File: config.mk
export PLATFORM = sky130hd
export DESIGN_NAME = regfile_burst_reader_flat
export DESIGN_NICKNAME = d
export VERILOG_FILES = /design/src/rtl/regfile_burst_reader_if.sv /design/src/rtl/regfile_burst_reader.sv /design/src/flat_wrapper.sv
export SDC_FILE = /design/constraint.sdc
export NUM_CORES = 2
export LEC_CHECK = 0
export ABC_AREA = 1
export BUFFER_PORTS_ARGS = -buffer_cell sky130_fd_sc_hd__buf_4
export CORE_MARGIN = 8
export CORE_UTILIZATION = 48
export DETAILED_ROUTE_END_ITERATION = 8
export PLACE_DENSITY_LB_ADDON = 0.2
export SLEW_MARGIN = 30
export SYNTH_ARGS = -nofsm -noshare
export SYNTH_HDL_FRONTEND = slang
export SYNTH_SLANG_ARGS = --single-unit
File: constraint.sdc
create_clock -name clk -period 47.3 [get_ports clk]
set_input_delay 4.73 -clock clk [delete_from_list [all_inputs] [get_ports clk]]
set_output_delay 4.73 -clock clk [all_outputs]
set_load 0.02 [all_outputs]
File: src/rtl/regfile_burst_reader_if.sv
// Bus bundle for the register-file burst reader: single-cycle write port plus
// a valid/ready burst read request and response stream.
interface regfile_burst_reader_if #(
    parameter int WIDTH = 32,
    parameter int AW    = 5
);
    logic             we;
    logic [AW-1:0]    waddr;
    logic [WIDTH-1:0] data;

    logic             req_valid;
    logic             req_ready;
    logic [AW-1:0]    req_addr;
    logic [AW-1:0]    req_len;

    logic             rsp_valid;
    logic             rsp_ready;
    logic [AW-1:0]    rsp_addr;
    logic [WIDTH-1:0] rsp_data;
    logic             rsp_last;
    logic             busy;

    modport master (
        output we, waddr, data,
        output req_valid, req_addr, req_len,
        output rsp_ready,
        input  req_ready, rsp_valid, rsp_addr, rsp_data, rsp_last, busy
    );

    modport slave (
        input  we, waddr, data,
        input  req_valid, req_addr, req_len,
        input  rsp_ready,
        output req_ready, rsp_valid, rsp_addr, rsp_data, rsp_last, busy
    );
endinterface

File: src/rtl/regfile_burst_reader.sv
// 32x32 register array with a back-pressured burst read port; every response
// field comes straight from a register so no combinational read path escapes.
module regfile_burst_reader #(
    parameter int WIDTH = 32,
    parameter int DEPTH = 32,
    parameter int AW    = 5
) (
    input  logic                    clk,
    input  logic                    rst,
    regfile_burst_reader_if.slave   bus
);

    localparam logic [0:0]    ST_IDLE   = 1'b0;
    localparam logic [0:0]    ST_STREAM = 1'b1;
    localparam logic [AW-1:0] ADDR_ZERO = {AW{1'b0}};
    localparam logic [AW-1:0] ADDR_ONE  = {{(AW-1){1'b0}}, 1'b1};

    logic [WIDTH-1:0] regs_r [DEPTH];

    logic [0:0]       state_r, state_s;
    logic [AW-1:0]    len_r, len_s;
    logic [AW-1:0]    idx_r, idx_s;
    logic             rsp_valid_r, rsp_valid_s;
    logic             rsp_last_r, rsp_last_s;
    logic [AW-1:0]    rsp_addr_r, rsp_addr_s;
    logic [WIDTH-1:0] rsp_data_r, rsp_data_s;
    logic [AW-1:0]    next_addr_s;

    // Value a beat takes when loaded: a same-edge write wins over the stored
    // word, and address 0 is hard-wired to zero.
    function automatic logic [WIDTH-1:0] beat_value(
        input logic [AW-1:0]    addr,
        input logic [WIDTH-1:0] stored,
        input logic             wr_en,
        input logic [AW-1:0]    wr_addr,
        input logic [WIDTH-1:0] wr_data
    );
        logic [WIDTH-1:0] value;
        if (addr == ADDR_ZERO) begin
            value = {WIDTH{1'b0}};
        end else if (wr_en && (wr_addr == addr)) begin
            value = wr_data;
        end else begin
            value = stored;
        end
        return value;
    endfunction

    // Register array write port; entry 0 is never written.
    always_ff @(posedge clk or posedge rst) begin
        if (rst) begin
            for (int i = 0; i < DEPTH; i++) begin
                regs_r[i] <= {WIDTH{1'b0}};
            end
        end else if (bus.we && (bus.waddr != ADDR_ZERO)) begin
            regs_r[bus.waddr] <= bus.data;
        end else begin
            regs_r <= regs_r;
        end
    end

    // Burst FSM next-state and response-load logic.
    always_comb begin
        state_s     = state_r;
        len_s       = len_r;
        idx_s       = idx_r;
        rsp_valid_s = rsp_valid_r;
        rsp_last_s  = rsp_last_r;
        rsp_addr_s  = rsp_addr_r;
        rsp_data_s  = rsp_data_r;
        next_addr_s = rsp_addr_r + ADDR_ONE;

        case (state_r)
            ST_IDLE: begin
                if (bus.req_valid) begin
                    state_s     = ST_STREAM;
                    len_s       = bus.req_len;
                    idx_s       = ADDR_ZERO;
                    rsp_valid_s = 1'b1;
                    rsp_last_s  = (bus.req_len == ADDR_ZERO);
                    rsp_addr_s  = bus.req_addr;
                    rsp_data_s  = beat_value(bus.req_addr, regs_r[bus.req_addr],
                                             bus.we, bus.waddr, bus.data);
                end else begin
                    state_s = ST_IDLE;
                end
            end
            ST_STREAM: begin
                if (rsp_valid_r && bus.rsp_ready) begin
                    if (rsp_last_r) begin
                        state_s     = ST_IDLE;
                        rsp_valid_s = 1'b0;
                        rsp_last_s  = 1'b0;
                    end else begin
                        // Address wraps modulo DEPTH through the AW-bit add.
                        idx_s       = idx_r + ADDR_ONE;
                        rsp_addr_s  = next_addr_s;
                        rsp_last_s  = ((idx_r + ADDR_ONE) == len_r);
                        rsp_data_s  = beat_value(next_addr_s, regs_r[next_addr_s],
                                                 bus.we, bus.waddr, bus.data);
                    end
                end else begin
                    state_s = ST_STREAM;
                end
            end
            default: begin
                state_s     = ST_IDLE;
                rsp_valid_s = 1'b0;
                rsp_last_s  = 1'b0;
            end
        endcase
    end

    // FSM and response registers; reset aborts any burst in flight.
    always_ff @(posedge clk or posedge rst) begin
        if (rst) begin
            state_r     <= ST_IDLE;
            len_r       <= ADDR_ZERO;
            idx_r       <= ADDR_ZERO;
            rsp_valid_r <= 1'b0;
            rsp_last_r  <= 1'b0;
            rsp_addr_r  <= ADDR_ZERO;
            rsp_data_r  <= {WIDTH{1'b0}};
        end else begin
            state_r     <= state_s;
            len_r       <= len_s;
            idx_r       <= idx_s;
            rsp_valid_r <= rsp_valid_s;
            rsp_last_r  <= rsp_last_s;
            rsp_addr_r  <= rsp_addr_s;
            rsp_data_r  <= rsp_data_s;
        end
    end

    assign bus.req_ready = (state_r == ST_IDLE);
    assign bus.busy      = (state_r == ST_STREAM);
    assign bus.rsp_valid = rsp_valid_r;
    assign bus.rsp_last  = rsp_last_r;
    assign bus.rsp_addr  = rsp_addr_r;
    assign bus.rsp_data  = rsp_data_r;

endmodule

File: src/flat_wrapper.sv
// flat-port wrapper written by rule: the top's interface ports become plain ports
module regfile_burst_reader_flat 
#(
    parameter int WIDTH = 32,
    parameter int DEPTH = 32,
    parameter int AW    = 5
)
  (clk, rst, bus_we, bus_waddr, bus_data, bus_req_valid, bus_req_addr, bus_req_len, bus_rsp_ready, bus_req_ready, bus_rsp_valid, bus_rsp_addr, bus_rsp_data, bus_rsp_last, bus_busy);
  regfile_burst_reader_if #(.WIDTH(WIDTH), .AW(AW)) bus_i ();
  input  logic clk;
  input  logic rst;
  input wire logic [$bits(bus_i.we)-1:0] bus_we;
  input wire logic [$bits(bus_i.waddr)-1:0] bus_waddr;
  input wire logic [$bits(bus_i.data)-1:0] bus_data;
  input wire logic [$bits(bus_i.req_valid)-1:0] bus_req_valid;
  input wire logic [$bits(bus_i.req_addr)-1:0] bus_req_addr;
  input wire logic [$bits(bus_i.req_len)-1:0] bus_req_len;
  input wire logic [$bits(bus_i.rsp_ready)-1:0] bus_rsp_ready;
  output wire logic [$bits(bus_i.req_ready)-1:0] bus_req_ready;
  output wire logic [$bits(bus_i.rsp_valid)-1:0] bus_rsp_valid;
  output wire logic [$bits(bus_i.rsp_addr)-1:0] bus_rsp_addr;
  output wire logic [$bits(bus_i.rsp_data)-1:0] bus_rsp_data;
  output wire logic [$bits(bus_i.rsp_last)-1:0] bus_rsp_last;
  output wire logic [$bits(bus_i.busy)-1:0] bus_busy;
  assign bus_i.we = bus_we;
  assign bus_i.waddr = bus_waddr;
  assign bus_i.data = bus_data;
  assign bus_i.req_valid = bus_req_valid;
  assign bus_i.req_addr = bus_req_addr;
  assign bus_i.req_len = bus_req_len;
  assign bus_i.rsp_ready = bus_rsp_ready;
  assign bus_req_ready = bus_i.req_ready;
  assign bus_rsp_valid = bus_i.rsp_valid;
  assign bus_rsp_addr = bus_i.rsp_addr;
  assign bus_rsp_data = bus_i.rsp_data;
  assign bus_rsp_last = bus_i.rsp_last;
  assign bus_busy = bus_i.busy;
  regfile_burst_reader #(.WIDTH(WIDTH), .DEPTH(DEPTH), .AW(AW)) u_core (.clk(clk), .rst(rst), .bus(bus_i));
endmodule
==> results by group <==
Outcome
  • Outcome: complete, but fails checks
  • Violated checks: design-rule violations

Synthesis
  • Synth area leader: dfrtp_1
  • Most common cell in the synthesized netlist: nand2_1
  • Post-synth top area share: 0.4324
  • Top FF cell, synth: dfrtp_1
  • Yosys warnings: 0
  • Main area contributors after synthesis: dfrtp_1, nand2_1, nand3_1
  • Area of the mapped netlist: 62150 um2
  • Post-synth ARST share: 1.000
  • Unique masters post-synth: 33
  • Flops & latches, synth: 1074
  • Syn_area_per_cell: approximately 6.6 um2
  • Post-synth EDFFs: 0
  • Commonest cells in the netlist: nand2_1, nand3_1, dfrtp_1
  • Syn nets: between 9000 and 10000
  • Post-Synthesis Cells: 9456
  • Sequential share of the synthesized area: 0.4324

Timing
  • Final Cycle Share: 0.1723
  • RSZ-0062 raised after global routing: false
  • Clock skew: 0.02558 ns
  • Worst Tran Pin Value: 1.119 ns
  • Setup ws final: 39.15 ns
  • Final hold vios: 0
  • Achievable frequency: around 120 MHz
  • Pins Over Slew Limit: 0
  • Setup tns final: 0 ns
  • Max transition margin: 0.2539
  • Tmin final: 8.149 ns
  • Final hold slack: 0.3997 ns
  • Final Setup Violations: 0

Clock tree
  • Post-CTS sizing: 0
  • CTS clk-pin slew, worst paths: around 0.060 ns
  • Clock Tree Root: clkbuf_16
  • CTS buffer count: 120
  • Max Root-Sink Buffers: 3
  • Clock Latency Late Sink: 0.75 ns
  • H-tree levels: 3
  • # clock sinks: 1074
  • # hold bufs at CTS: 0
  • TritonCTS clock tree: done
  • Post CTS Setup Buffer Count: 0

Setup path
  • FF-to-FF End: u_core.bus.rsp_data[18]
  • Reg2Reg Setup Slack: around 42 ns
  • Crit Path Class: input port to flop
  • Worst Setup End Kind: flop
  • Req. time, crit path: 47.94 ns
  • Max FO, Critical Path: 106
  • Data arrival, critical path: 8.79 ns
  • Worst r2r src: u_core.bus.rsp_addr[0]
  • Worst Reg-to-Reg Cells: 14
  • CP Launch Type: input port

Floorplanning
  • FP Rows: 132
  • Die H: 375.8 um
  • Placeable Area: 129000 um2
  • Die area: 141300 um2
  • Ports: 93
  • Die Span X: 375.8 um
  • Initial Util: 0.4819

Finish
  • Post-route design area: 67610 um2
  • Area Overhead vs Synth: 8.787%
  • Layout cells sized above 1: 0.05847
  • Final net count: slightly above 9000

GRT
  • Largest net degree at the start of global routing: 200
  • Antenna violations before repair: 12
  • Remaining global-route overflow: 0
  • First-pass GRT wire length: approximately 370000 um
  • Vias in the first global route: between 50000 and 60000
  • Total track usage: 0.3350

Route
  • WL per Instance: approximately 22 um
  • DR pass1 iterations: 9
  • Detailed-route DRC error count: 2
  • DR vias: 62940
  • Detailed Route WL: 243500 um
  • Vias/cell: roughly 5.8
  • Initial drt markers: 8135
  • Routed Antenna Nets: 0

Placement
  • Area after DPL: between 60000 and 70000 um2
  • Gp weighted congestion: between 0.8 and 0.9
  • Port Buffers: 92
  • Dpl ws: 38.54 ns
  • DP HPWL: 125000 um

Min path
  • Worst hold path type: flop to flop
  • Min-Delay Endpoint: u_core.regs_r[1008]
  • Hold Path Cell Cnt: 0
  • Hold path start: u_core.regs_r[1008]

Flow run
  • MaxCap Viol Count: 0

Pwr
  • PwrDens: 39.14 nW/um2
  • Worst vdd ir: 0.00003379 V
  • Leakage: about 33 nW
final cells by class:
cell class	count	area (um2)
diodes	7	17.52
inverters	752	2867
fillers	12860	61370
well taps	1742	2180
repair buffers	188	1722
flip-flops and latches	1074	26880
multi-input cells	6893	29950
clock buffers	175	3596
clock inverters	51	407.9
per-layer routing:
| metal | track usage | routed length [um] |
|---|---|---|
| met5 | 0 | 64 |
| met4 | 0.1787 | 13410 |
| met3 | 0.07631 | 28590 |
| met1 | 0.4418 | 95270 |
| met2 | 0.5131 | 106200 |
report_power, final:
part / internal (mW) / switching, mW / total, mW
sequential: 1.08 / 0.113 / 1.20
combinational: 0.177 / 0.312 / 0.489
clock: 0.551 / 0.408 / 0.960
total: 1.81 / 0.834 / 2.65
state kept, by name (all words and copies together) (netlist names):
register              cells
u_core.bus.rsp_last       1
u_core.bus.rsp_addr       5
u_core.bus.rsp_valid      1
u_core.len_r              5
u_core.bus.busy           1
u_core.regs_r          1024
u_core.idx_r              5
u_core.bus.rsp_data      32
layout by cell type (no fill, tap or decap), types with 3 or more instances in the layout:
master	netlist	routed
a21oi_1	116	116
buf_12	0	11
buf_16	0	6
buf_4	1	158
buf_6	0	12
bufinv_16	0	5
clkbuf_1	505	22
clkbuf_16	0	125
clkbuf_8	0	28
clkinv_2	0	38
clkinvlp_4	0	5
dfrtp_1	1074	1073
diode_2	0	7
inv_1	736	732
inv_2	12	10
inv_4	0	3
inv_6	0	3
inv_8	0	4
nand2_1	3672	3642
nand2_4	0	15
nand2_8	0	15
nand3_1	1185	1185
nand4_1	8	8
nor2_1	663	660
nor2_4	0	7
nor3_2	5	9
o211ai_1	77	77
o21ai_0	1011	1011
o21ai_1	55	55
o22ai_1	3	3
or2_2	68	68
xnor2_1	5	5
stage by stage:
stage	cells	util	power, mW
5_1_grt	10880	0.5241	2.784
3_5_place_dp	10640	0.4915	1.686
4_1_cts	10870	0.5225	2.642
2_1_floorplan	9456	-	1.555
6_report	10880	0.5242	2.646
3_3_place_gp	10640	0.4899	1.668
how the worst max path moves through the flow:
stage                          from                      end  slack (ns)  cells after the start
floorplan                       rst          u_core.bus.busy       12.34                      1
global placement    bus_req_addr[0]  u_core.bus.rsp_data[23]       38.54                     15
detailed placement  bus_req_addr[0]  u_core.bus.rsp_data[23]       38.54                     15
CTS                 bus_req_addr[0]  u_core.bus.rsp_data[23]       39.34                     15
global route        bus_req_addr[0]  u_core.bus.rsp_data[22]       38.85                     15
finish              bus_req_addr[0]  u_core.bus.rsp_data[22]       39.15                     15
cell families (layout without fill, tap and decap cells):
logic type                 Yosys count  in the layout  synth area share
and+or+nand+nor                   5617           5617            0.3675
buffers and inverters             1489           1166           0.09321
AOI/OAI and AO/OA                 1265           1265            0.1051
DFF                               1074           1074            0.4324
xor gates and xnor gates             7              7         0.0009864
adders and majority gates            3              3         0.0006040
muxes                                1              1         0.0001812
other                                0              7                 0
critical path, stage by stage:
cell and delay (ns):
buf_8 0.51, buf_4 0.87, buf_4 0.70, buf_4 0.77
nand2_1 0.12, o211ai_1 0.11, nand3_1 0.10, nand2_1 0.11
nand3_1 0.07, nand2_1 0.10, nand2_1 0.05, nand2_1 0.10
nand2_1 0.06, nor2_1 0.12, nor2_1 0.04
(Power assumes the default switching activity.)
